## src/rtl/fetchq_pkg.sv

```systemverilog
// Shared types and predecode helpers for the fetch queue.
// Lane storage is FQ_XLEN wide; instantiate fetch_queue with XLEN == FQ_XLEN.
package fetchq_pkg;

  localparam int FQ_XLEN = 32;

  localparam logic [6:0] OP_BRANCH = 7'b1100011;
  localparam logic [6:0] OP_JAL    = 7'b1101111;
  localparam logic [6:0] OP_JALR   = 7'b1100111;

  typedef struct packed {
    logic [FQ_XLEN-1:0] addr;
    logic [FQ_XLEN-1:0] data;
  } fetch_lane_t;

  function automatic logic is_ctrl_op(input logic [6:0] op);
    return (op == OP_BRANCH) || (op == OP_JAL) || (op == OP_JALR);
  endfunction

endpackage

```

## src/rtl/fetch_queue_if.sv

```systemverilog
// I-cache, redirect and dispatch signals of the fetch queue.
// dq_is_ctrl exists only when FETCHQ_PREDECODE_EN is defined.
interface fetch_queue_if #(
  parameter int XLEN           = 32,
  parameter int FETCH_WIDTH    = 3,
  parameter int DISPATCH_WIDTH = 3,
  parameter int DEPTH          = 16
);
  localparam int FC_W  = $clog2(FETCH_WIDTH + 1);
  localparam int DC_W  = $clog2(DISPATCH_WIDTH + 1);
  localparam int OCC_W = $clog2(DEPTH) + 1;

  logic [FETCH_WIDTH-1:0][XLEN-1:0]    ic_addr;
  logic [FETCH_WIDTH-1:0][XLEN-1:0]    ic_data;
  logic [FETCH_WIDTH-1:0]              ic_valid;
  logic [XLEN-1:0]                     fetch_pc;
  logic [FC_W-1:0]                     fetch_count;
  logic                                redirect_valid;
  logic [XLEN-1:0]                     redirect_pc;
  logic [DISPATCH_WIDTH-1:0][XLEN-1:0] dq_addr;
  logic [DISPATCH_WIDTH-1:0][XLEN-1:0] dq_data;
  logic [DISPATCH_WIDTH-1:0]           dq_valid;
  logic [DC_W-1:0]                     dispatch_count;
  logic [OCC_W-1:0]                    occupancy;
`ifdef FETCHQ_PREDECODE_EN
  logic [DISPATCH_WIDTH-1:0]           dq_is_ctrl;
`endif

  modport slave (
    input  ic_addr, ic_data, ic_valid, redirect_valid, redirect_pc, dispatch_count,
    output fetch_pc, fetch_count, dq_addr, dq_data, dq_valid, occupancy
`ifdef FETCHQ_PREDECODE_EN
    , output dq_is_ctrl
`endif
  );

  modport master (
    output ic_addr, ic_data, ic_valid, redirect_valid, redirect_pc, dispatch_count,
    input  fetch_pc, fetch_count, dq_addr, dq_data, dq_valid, occupancy
`ifdef FETCHQ_PREDECODE_EN
    , input dq_is_ctrl
`endif
  );

endinterface

```

## src/rtl/fetchq_prefix_count.sv

```systemverilog
// Length of the contiguous run of set bits from bit 0, capped at limit.
module fetchq_prefix_count #(
  parameter int N = 3,
  parameter int W = 4
) (
  input  logic [N-1:0] valid,
  input  logic [W-1:0] limit,
  output logic [W-1:0] count
);
  logic [W-1:0] run_len;
  logic         run;

  always_comb begin
    run_len = '0;
    run     = 1'b1;
    for (int i = 0; i < N; i++) begin
      run = run & valid[i];
      if (run) run_len = run_len + W'(1);
    end
    count = (run_len < limit) ? run_len : limit;
  end

endmodule

```

## src/rtl/fetch_queue.sv

```systemverilog
// Circular fetch queue between I-cache and dispatch with redirect flush.
// Define FETCHQ_PREDECODE_EN to store a per-entry control-flow flag and expose dq_is_ctrl.
module fetch_queue
  import fetchq_pkg::*;
#(
  parameter int              XLEN           = FQ_XLEN,
  parameter int              FETCH_WIDTH    = 3,
  parameter int              DISPATCH_WIDTH = 3,
  parameter int              DEPTH          = 16,
  parameter logic [XLEN-1:0] RESET_PC       = '0
) (
  input logic           clock,
  input logic           reset_n,
  input logic           enable,
  fetch_queue_if.slave  bus
);
  localparam int PTR_W  = $clog2(DEPTH);
  localparam int OCC_W  = PTR_W + 1;
  localparam int FC_W   = $clog2(FETCH_WIDTH + 1);
  localparam int FC_MAX = (FETCH_WIDTH < DEPTH) ? FETCH_WIDTH : DEPTH;

  logic [PTR_W-1:0] head, tail;
  logic [OCC_W-1:0] occ, occ_nxt, free, limit, acc_raw, acc, pop, dc, room;
  logic [XLEN-1:0]  fetch_pc, pc_nxt;
  logic [FC_W-1:0]  fetch_count, fc_nxt;
  logic             go;
  fetch_lane_t      mem [DEPTH];

  logic [DISPATCH_WIDTH-1:0][XLEN-1:0] dq_addr, dq_data;
  logic [DISPATCH_WIDTH-1:0]           dq_valid;

  // free uses start-of-cycle occupancy: a same-cycle pop does not make room
  assign free  = OCC_W'(DEPTH) - occ;
  assign limit = (OCC_W'(fetch_count) < free) ? OCC_W'(fetch_count) : free;

  fetchq_prefix_count #(.N(FETCH_WIDTH), .W(OCC_W)) u_prefix (
    .valid (bus.ic_valid),
    .limit (limit),
    .count (acc_raw)
  );

  always_comb begin
    go      = enable && !bus.redirect_valid;
    acc     = go ? acc_raw : '0;
    dc      = OCC_W'(bus.dispatch_count);
    pop     = go ? ((dc < occ) ? dc : occ) : '0;
    occ_nxt = occ + acc - pop;
    room    = OCC_W'(DEPTH) - occ_nxt;
    fc_nxt  = (room < OCC_W'(FETCH_WIDTH)) ? FC_W'(room) : FC_W'(FETCH_WIDTH);
    pc_nxt  = fetch_pc + (XLEN'(acc) << 2);
  end

  always_ff @(posedge clock or negedge reset_n) begin
    if (!reset_n) begin
      head        <= '0;
      tail        <= '0;
      occ         <= '0;
      fetch_pc    <= RESET_PC;
      fetch_count <= FC_W'(FC_MAX);
    end else if (bus.redirect_valid) begin
      head        <= '0;
      tail        <= '0;
      occ         <= '0;
      fetch_pc    <= bus.redirect_pc;
      fetch_count <= FC_W'(FC_MAX);
    end else if (enable) begin
      head        <= head + PTR_W'(pop);
      tail        <= tail + PTR_W'(acc);
      occ         <= occ_nxt;
      fetch_pc    <= pc_nxt;
      fetch_count <= fc_nxt;
    end
  end

  always_ff @(posedge clock or negedge reset_n) begin
    if (!reset_n) begin
      for (int i = 0; i < DEPTH; i++) mem[i] <= '0;
    end else begin
      for (int i = 0; i < FETCH_WIDTH; i++)
        if (OCC_W'(i) < acc)
          mem[tail + PTR_W'(i)] <= '{addr: bus.ic_addr[i], data: bus.ic_data[i]};
    end
  end

  always_comb begin
    dq_valid = '0;
    dq_addr  = '0;
    dq_data  = '0;
    for (int i = 0; i < DISPATCH_WIDTH; i++) begin
      if (OCC_W'(i) < occ) begin
        dq_valid[i] = 1'b1;
        dq_addr[i]  = mem[head + PTR_W'(i)].addr;
        dq_data[i]  = mem[head + PTR_W'(i)].data;
      end
    end
  end

`ifdef FETCHQ_PREDECODE_EN
  logic [DEPTH-1:0]          ctrl;
  logic [DISPATCH_WIDTH-1:0] dq_ctrl;

  always_ff @(posedge clock or negedge reset_n) begin
    if (!reset_n) begin
      ctrl <= '0;
    end else if (bus.redirect_valid) begin
      ctrl <= '0;
    end else begin
      for (int i = 0; i < FETCH_WIDTH; i++)
        if (OCC_W'(i) < acc)
          ctrl[tail + PTR_W'(i)] <= is_ctrl_op(bus.ic_data[i][6:0]);
    end
  end

  always_comb begin
    dq_ctrl = '0;
    for (int i = 0; i < DISPATCH_WIDTH; i++)
      if (OCC_W'(i) < occ) dq_ctrl[i] = ctrl[head + PTR_W'(i)];
  end

  assign bus.dq_is_ctrl = dq_ctrl;
`endif

  assign bus.fetch_pc    = fetch_pc;
  assign bus.fetch_count = fetch_count;
  assign bus.occupancy   = occ;
  assign bus.dq_valid    = dq_valid;
  assign bus.dq_addr     = dq_addr;
  assign bus.dq_data     = dq_data;

  // dispatch may never consume more lanes than are shown
  a_dispatch_le_occ: assert property (@(posedge clock) disable iff (!reset_n)
    (enable && !bus.redirect_valid) |-> (OCC_W'(bus.dispatch_count) <= occ));

endmodule

```

## src/flat_wrapper.sv

```systemverilog
// flat-port wrapper written by rule: the top's interface ports become plain ports
module fetch_queue_flat import fetchq_pkg::*;
#(
  parameter int              XLEN           = FQ_XLEN,
  parameter int              FETCH_WIDTH    = 3,
  parameter int              DISPATCH_WIDTH = 3,
  parameter int              DEPTH          = 16,
  parameter logic [XLEN-1:0] RESET_PC       = '0
)
  (clock, reset_n, enable, bus_ic_addr, bus_ic_data, bus_ic_valid, bus_redirect_valid, bus_redirect_pc, bus_dispatch_count, bus_fetch_pc, bus_fetch_count, bus_dq_addr, bus_dq_data, bus_dq_valid, bus_occupancy);
  fetch_queue_if #(.XLEN(XLEN), .FETCH_WIDTH(FETCH_WIDTH), .DISPATCH_WIDTH(DISPATCH_WIDTH), .DEPTH(DEPTH)) bus_i ();
  input logic clock;
  input logic reset_n;
  input logic enable;
  input wire logic [$bits(bus_i.ic_addr)-1:0] bus_ic_addr;
  input wire logic [$bits(bus_i.ic_data)-1:0] bus_ic_data;
  input wire logic [$bits(bus_i.ic_valid)-1:0] bus_ic_valid;
  input wire logic [$bits(bus_i.redirect_valid)-1:0] bus_redirect_valid;
  input wire logic [$bits(bus_i.redirect_pc)-1:0] bus_redirect_pc;
  input wire logic [$bits(bus_i.dispatch_count)-1:0] bus_dispatch_count;
  output wire logic [$bits(bus_i.fetch_pc)-1:0] bus_fetch_pc;
  output wire logic [$bits(bus_i.fetch_count)-1:0] bus_fetch_count;
  output wire logic [$bits(bus_i.dq_addr)-1:0] bus_dq_addr;
  output wire logic [$bits(bus_i.dq_data)-1:0] bus_dq_data;
  output wire logic [$bits(bus_i.dq_valid)-1:0] bus_dq_valid;
  output wire logic [$bits(bus_i.occupancy)-1:0] bus_occupancy;
  assign bus_i.ic_addr = bus_ic_addr;
  assign bus_i.ic_data = bus_ic_data;
  assign bus_i.ic_valid = bus_ic_valid;
  assign bus_i.redirect_valid = bus_redirect_valid;
  assign bus_i.redirect_pc = bus_redirect_pc;
  assign bus_i.dispatch_count = bus_dispatch_count;
  assign bus_fetch_pc = bus_i.fetch_pc;
  assign bus_fetch_count = bus_i.fetch_count;
  assign bus_dq_addr = bus_i.dq_addr;
  assign bus_dq_data = bus_i.dq_data;
  assign bus_dq_valid = bus_i.dq_valid;
  assign bus_occupancy = bus_i.occupancy;
  fetch_queue #(.XLEN(XLEN), .FETCH_WIDTH(FETCH_WIDTH), .DISPATCH_WIDTH(DISPATCH_WIDTH), .DEPTH(DEPTH), .RESET_PC(RESET_PC)) u_core (.clock(clock), .reset_n(reset_n), .enable(enable), .bus(bus_i));
endmodule
```

## config.mk

```make
export PLATFORM = sky130hd
export DESIGN_NAME = fetch_queue_flat
export DESIGN_NICKNAME = d
export VERILOG_FILES = /design/src/rtl/fetchq_pkg.sv /design/src/rtl/fetch_queue_if.sv /design/src/rtl/fetchq_prefix_count.sv /design/src/rtl/fetch_queue.sv /design/src/flat_wrapper.sv
export SDC_FILE = /design/constraint.sdc
export NUM_CORES = 2
export LEC_CHECK = 0
export CAP_MARGIN = 20
export CORE_ASPECT_RATIO = 0.8
export CORE_MARGIN = 5
export CORE_UTILIZATION = 55
export CTS_BUF_LIST = sky130_fd_sc_hd__clkbuf_2 sky130_fd_sc_hd__clkbuf_4 sky130_fd_sc_hd__clkbuf_8
export CTS_CLUSTER_SIZE = 40
export DETAILED_ROUTE_END_ITERATION = 16
export PLACE_DENSITY = 0.78
export RECOVER_POWER = 50
export SYNTH_ARGS = -nofsm -noshare
export SYNTH_HDL_FRONTEND = slang
export SYNTH_HIERARCHICAL = 1
export SYNTH_SLANG_ARGS = --single-unit
export TNS_END_PERCENT = 100
```

## constraint.sdc

```tcl
create_clock -name clock -period 12.6 [get_ports clock]
set_input_delay 1.26 -clock clock [delete_from_list [all_inputs] [get_ports clock]]
set_output_delay 1.26 -clock clock [all_outputs]
set_load 0.03 [all_outputs]
```

==> impl_results.md <==
- Run status: finished, violations left
- Violated checks: max-capacitance violations, max-slew violations
- Synthesized area: 85,470 um^2
- Setup CP Type: flip-flop to flip-flop
- Sequential share of power: 0.334
- Yosys cell types: 57
- Worst Skew: 65.50 ps
- Resized Gates After CTS: 0
- Clock transition at path regs: 60 ps
- Comb power frac: 0.442
- Final period util: 0.7801
- Row Count: 129
- Type of the tightest min-delay check: flip-flop to flip-flop
- Final setup viols: 0
- Slew margin rel.: -2.591
- Post-Route WL: 352,600 um
- Synth-to-Final Area Change: 9.933%
- DR vias: 79.62k
- Antenna violations before repair: 66
- Int Power: 9.741 mW
- Vias per Instance: 7.724
- DR DRC count: 0
- Final slew viol count: 987
- First-pass DRT Iterations: 7
- Max stage delay cell, worst path: clkbuf_1
- Crit end category: flip-flop
- CTS tree: yes
- Latest clock arrival within the worst-skew pair: 990 ps
- CP required: 13,430 ps
- GRT Total Usage: 0.4179
- Antenna viol nets, final: 0
- Register area share after synthesis: 0.3136
- Synth top area share: 0.3130
- RSZ-0062 raised after global routing: false
- Crit Path Max Fanout: 36
- Clock Path Buffers: 3
- IO buf count: 466
- Switching Share: 0.3933
- Minimum clock period: 9830 ps
- Yosys reg bits: 1,071
- GRT overflow: 0
- # fillers: 12.31k
- MaxCap Viol Count: 17
- Sum Neg Setup Slack: 0 ps
- Layout cells sized above 1: 0.1623
- Postcts setup bufs: 0
- Worst vdd ir: 0.0001621 V
- Hold buffers post-CTS: 0
- Syn. warnings: 6
- Yosys top cell by area: dfrtp_1
- DIE WIDTH: 450.7 um
- Fin nets: 8,332
- GPL Wtd Cong: 0.9029
- Leak: 39.81 nW
- Post-layout power: 16.06 mW
- Clk sinks: 1,071
- Post-detail-place hpwl: 194,000 um
- H-tree depth: 4
- Final Hold Fails: 0
- Die Height: 362.6 um
- Max Clock Freq: 101.7 MHz
- Ys flop type: dfrtp_1
- Avg Inst Size Synth: 10.21 um^2
- Clock power share: 0.224
- Global-route wire length before repair: 514,400 um
- Vias in the first global route: 76.78k
- Root buffer cell: clkbuf_8
- Async SR Flop Fraction: 1.000
- Most area-consuming cells after synthesis: dfrtp_1 31%, mux4_2 19%, mux2i_1 14%, a21o_1 9.1%, a211oi_1 6.2%
- Die area: 163,400 um^2
- CP startpoint kind: flip-flop
- Critical Path Max Stage Delay: 3800 ps
- Core area: 154,500 um^2
- CP Data Arrival Time: 10,660 ps
- Starting Density: 0.5533
- Pin count of the biggest net entering global routing: 168
- Critical Path, Cell by Cell: inv_1 > ha_1 > nor3b_1 > o21ai_0 > o21ai_0 > o21ai_0 > mux2_1 > inv_1 > ha_1 > nand3_1 > a21oi_1 > a21oi_1 > o311ai_0 > nor2_4 > clkbuf_1 > buf_4 > mux2i_1 > a21oi_1 > a21o_1
- Pwr dens: 170.9 nW/um^2
- Sw Pwr: 6.314 mW
- TritonCTS buffer count: 187
- DRT iter0 DRCs: 12.53k
- IO Pins: 467
- Routed len/inst: 34.21 um
- EDFF count, synth: 0
- Cells after Synth: 8,374
- Worst-Margin Slew: 5386 ps
==> per-layer routing <==
layer	part of all wire	wire (um)	up-vias	global-route usage
met5	0.00077	272	-	0.005498
met4	0.088	30900	28	0.2992
met3	0.17	61450	2068	0.1800
met2	0.41	143400	7753	0.5781
met1	0.33	116600	38490	0.5232
li1	-	-	31280	-
==> kinds of logic after synthesis <==
group | Yosys count | share of synthesized area
DFF | 1071 | 0.3136
AOI/OAI and AO/OA | 3221 | 0.2405
xor gates and xnor gates | 41 | 0.004201
adders and majority gates | 32 | 0.005299
buffers and inverters | 1161 | 0.05711
muxes | 1934 | 0.3307
other | 2 | 0.00008787
and+or+nand+nor | 912 | 0.04853
==> registers in the layout (all words and copies together), names as in the netlist <==
| name | count |
|---|---|
| u_core/bus.fetch_pc | 32 |
| u_core/head | 4 |
| u_core/mem | 1024 |
| u_core/bus.occupancy | 5 |
| u_core/tail | 4 |
| u_core/bus.fetch_count | 2 |
==> cell usage after synthesis (21+ instances only) <==
cell type  instances
mux2i_1         1158
dfrtp_1         1069
a21o_1          1033
o21ai_0          738
a21oi_1          724
a211oi_1         708
mux4_2           704
clkbuf_1         630
nor2_1           498
buf_2            334
nor2b_1          134
buf_1            122
nand2_1          121
mux2_2            71
and2_1            67
inv_1             34
ha_1              25
xor2_1            23
nor3_1            22
clkbuf_2          21
==> cells in the final DEF (no fill, tap or decap), types with 110 or more instances in the layout <==
cell / count
nand2_1: 110
o21ai_0: 738
nor2b_1: 134
clkbuf_8: 246
a211oi_1: 706
nor2_1: 483
clkdlybuf4s50_1: 425
mux2i_1: 1158
mux4_2: 704
buf_4: 127
a21o_1: 1033
a21oi_1: 723
dfrtp_1: 1065
==> metrics by stage <==
stage               instance area (um^2)    util  hold WS, ps  cells  setup slack (ps)
floorplan                          85500       -        562.7   8381              7739
global placement                   89630  0.5803        490.0   9897              5921
detailed placement                 89640  0.5803        495.1   9898              5693
CTS                                93710  0.6067        274.7  10230              4890
global route                       93880  0.6078        508.9  10280              2341
finish                             93960  0.6083        503.7  10310              2770
==> path summary, 6_finish.rpt <==
kind                                                startpoint                                 end  slack (ps)  cells past startpoint
min in group asynchronous                              reset_n           u_core/mem[908]$_DFF_PN0_        2010                      1
setup reg to reg           u_core/bus.occupancy[1]$_DFFE_PN0N_           u_core/mem[833]$_DFF_PN0_        2770                     19
hold reg to reg             u_core/bus.fetch_pc[0]$_DFFE_PN0P_  u_core/bus.fetch_pc[0]$_DFFE_PN0P_         500                      1
hold / removal              u_core/bus.fetch_pc[0]$_DFFE_PN0P_  u_core/bus.fetch_pc[0]$_DFFE_PN0P_         500                      1
setup / recovery           u_core/bus.occupancy[1]$_DFFE_PN0N_           u_core/mem[833]$_DFF_PN0_        2770                     19
max in group asynchronous                              reset_n          u_core/head[2]$_DFFE_PN0N_        3700                      2
==> power groups by stage <==
| stage | Sequential, mW | Combinational (mW) | Clock, mW |
|---|---|---|---|
| 2_1_floorplan | 4.99 | 4.90 | 0 |
| 3_3_place_gp | 5.24 | 6.73 | 0 |
| 3_5_place_dp | 5.33 | 6.91 | 0 |
| 4_1_cts | 5.28 | 6.94 | 3.58 |
| 5_1_grt | 5.44 | 7.49 | 3.75 |
| 6_report | 5.36 | 7.10 | 3.59 |
==> critical path: cells and delay by family (launching register included) <==
| kind | cells | cell delay (ps) |
|---|---|---|
| fa+ha+maj | 2 | 440 |
| compound gates | 8 | 2300 |
| buf+inv | 4 | 5250 |
| simple gates | 3 | 600 |
| flops | 1 | 490 |
| mux | 2 | 620 |
==> cell type report <==
type | instances | area [um^2] | share of cell area
clock buffers | 303 | 3814 | 0.04059
repair buffers | 624 | 6002 | 0.06388
diodes | 67 | 167.7 | 0.001784
inverters | 34 | 127.6 | 0.001358
well taps | 2030 | 2540 | 0.02703
flip-flops and latches | 1071 | 26820 | 0.2854
multi-input cells | 6149 | 54230 | 0.5771
clock inverters | 30 | 262.8 | 0.002796
Note: power is estimated with default switching activity, not from simulation.
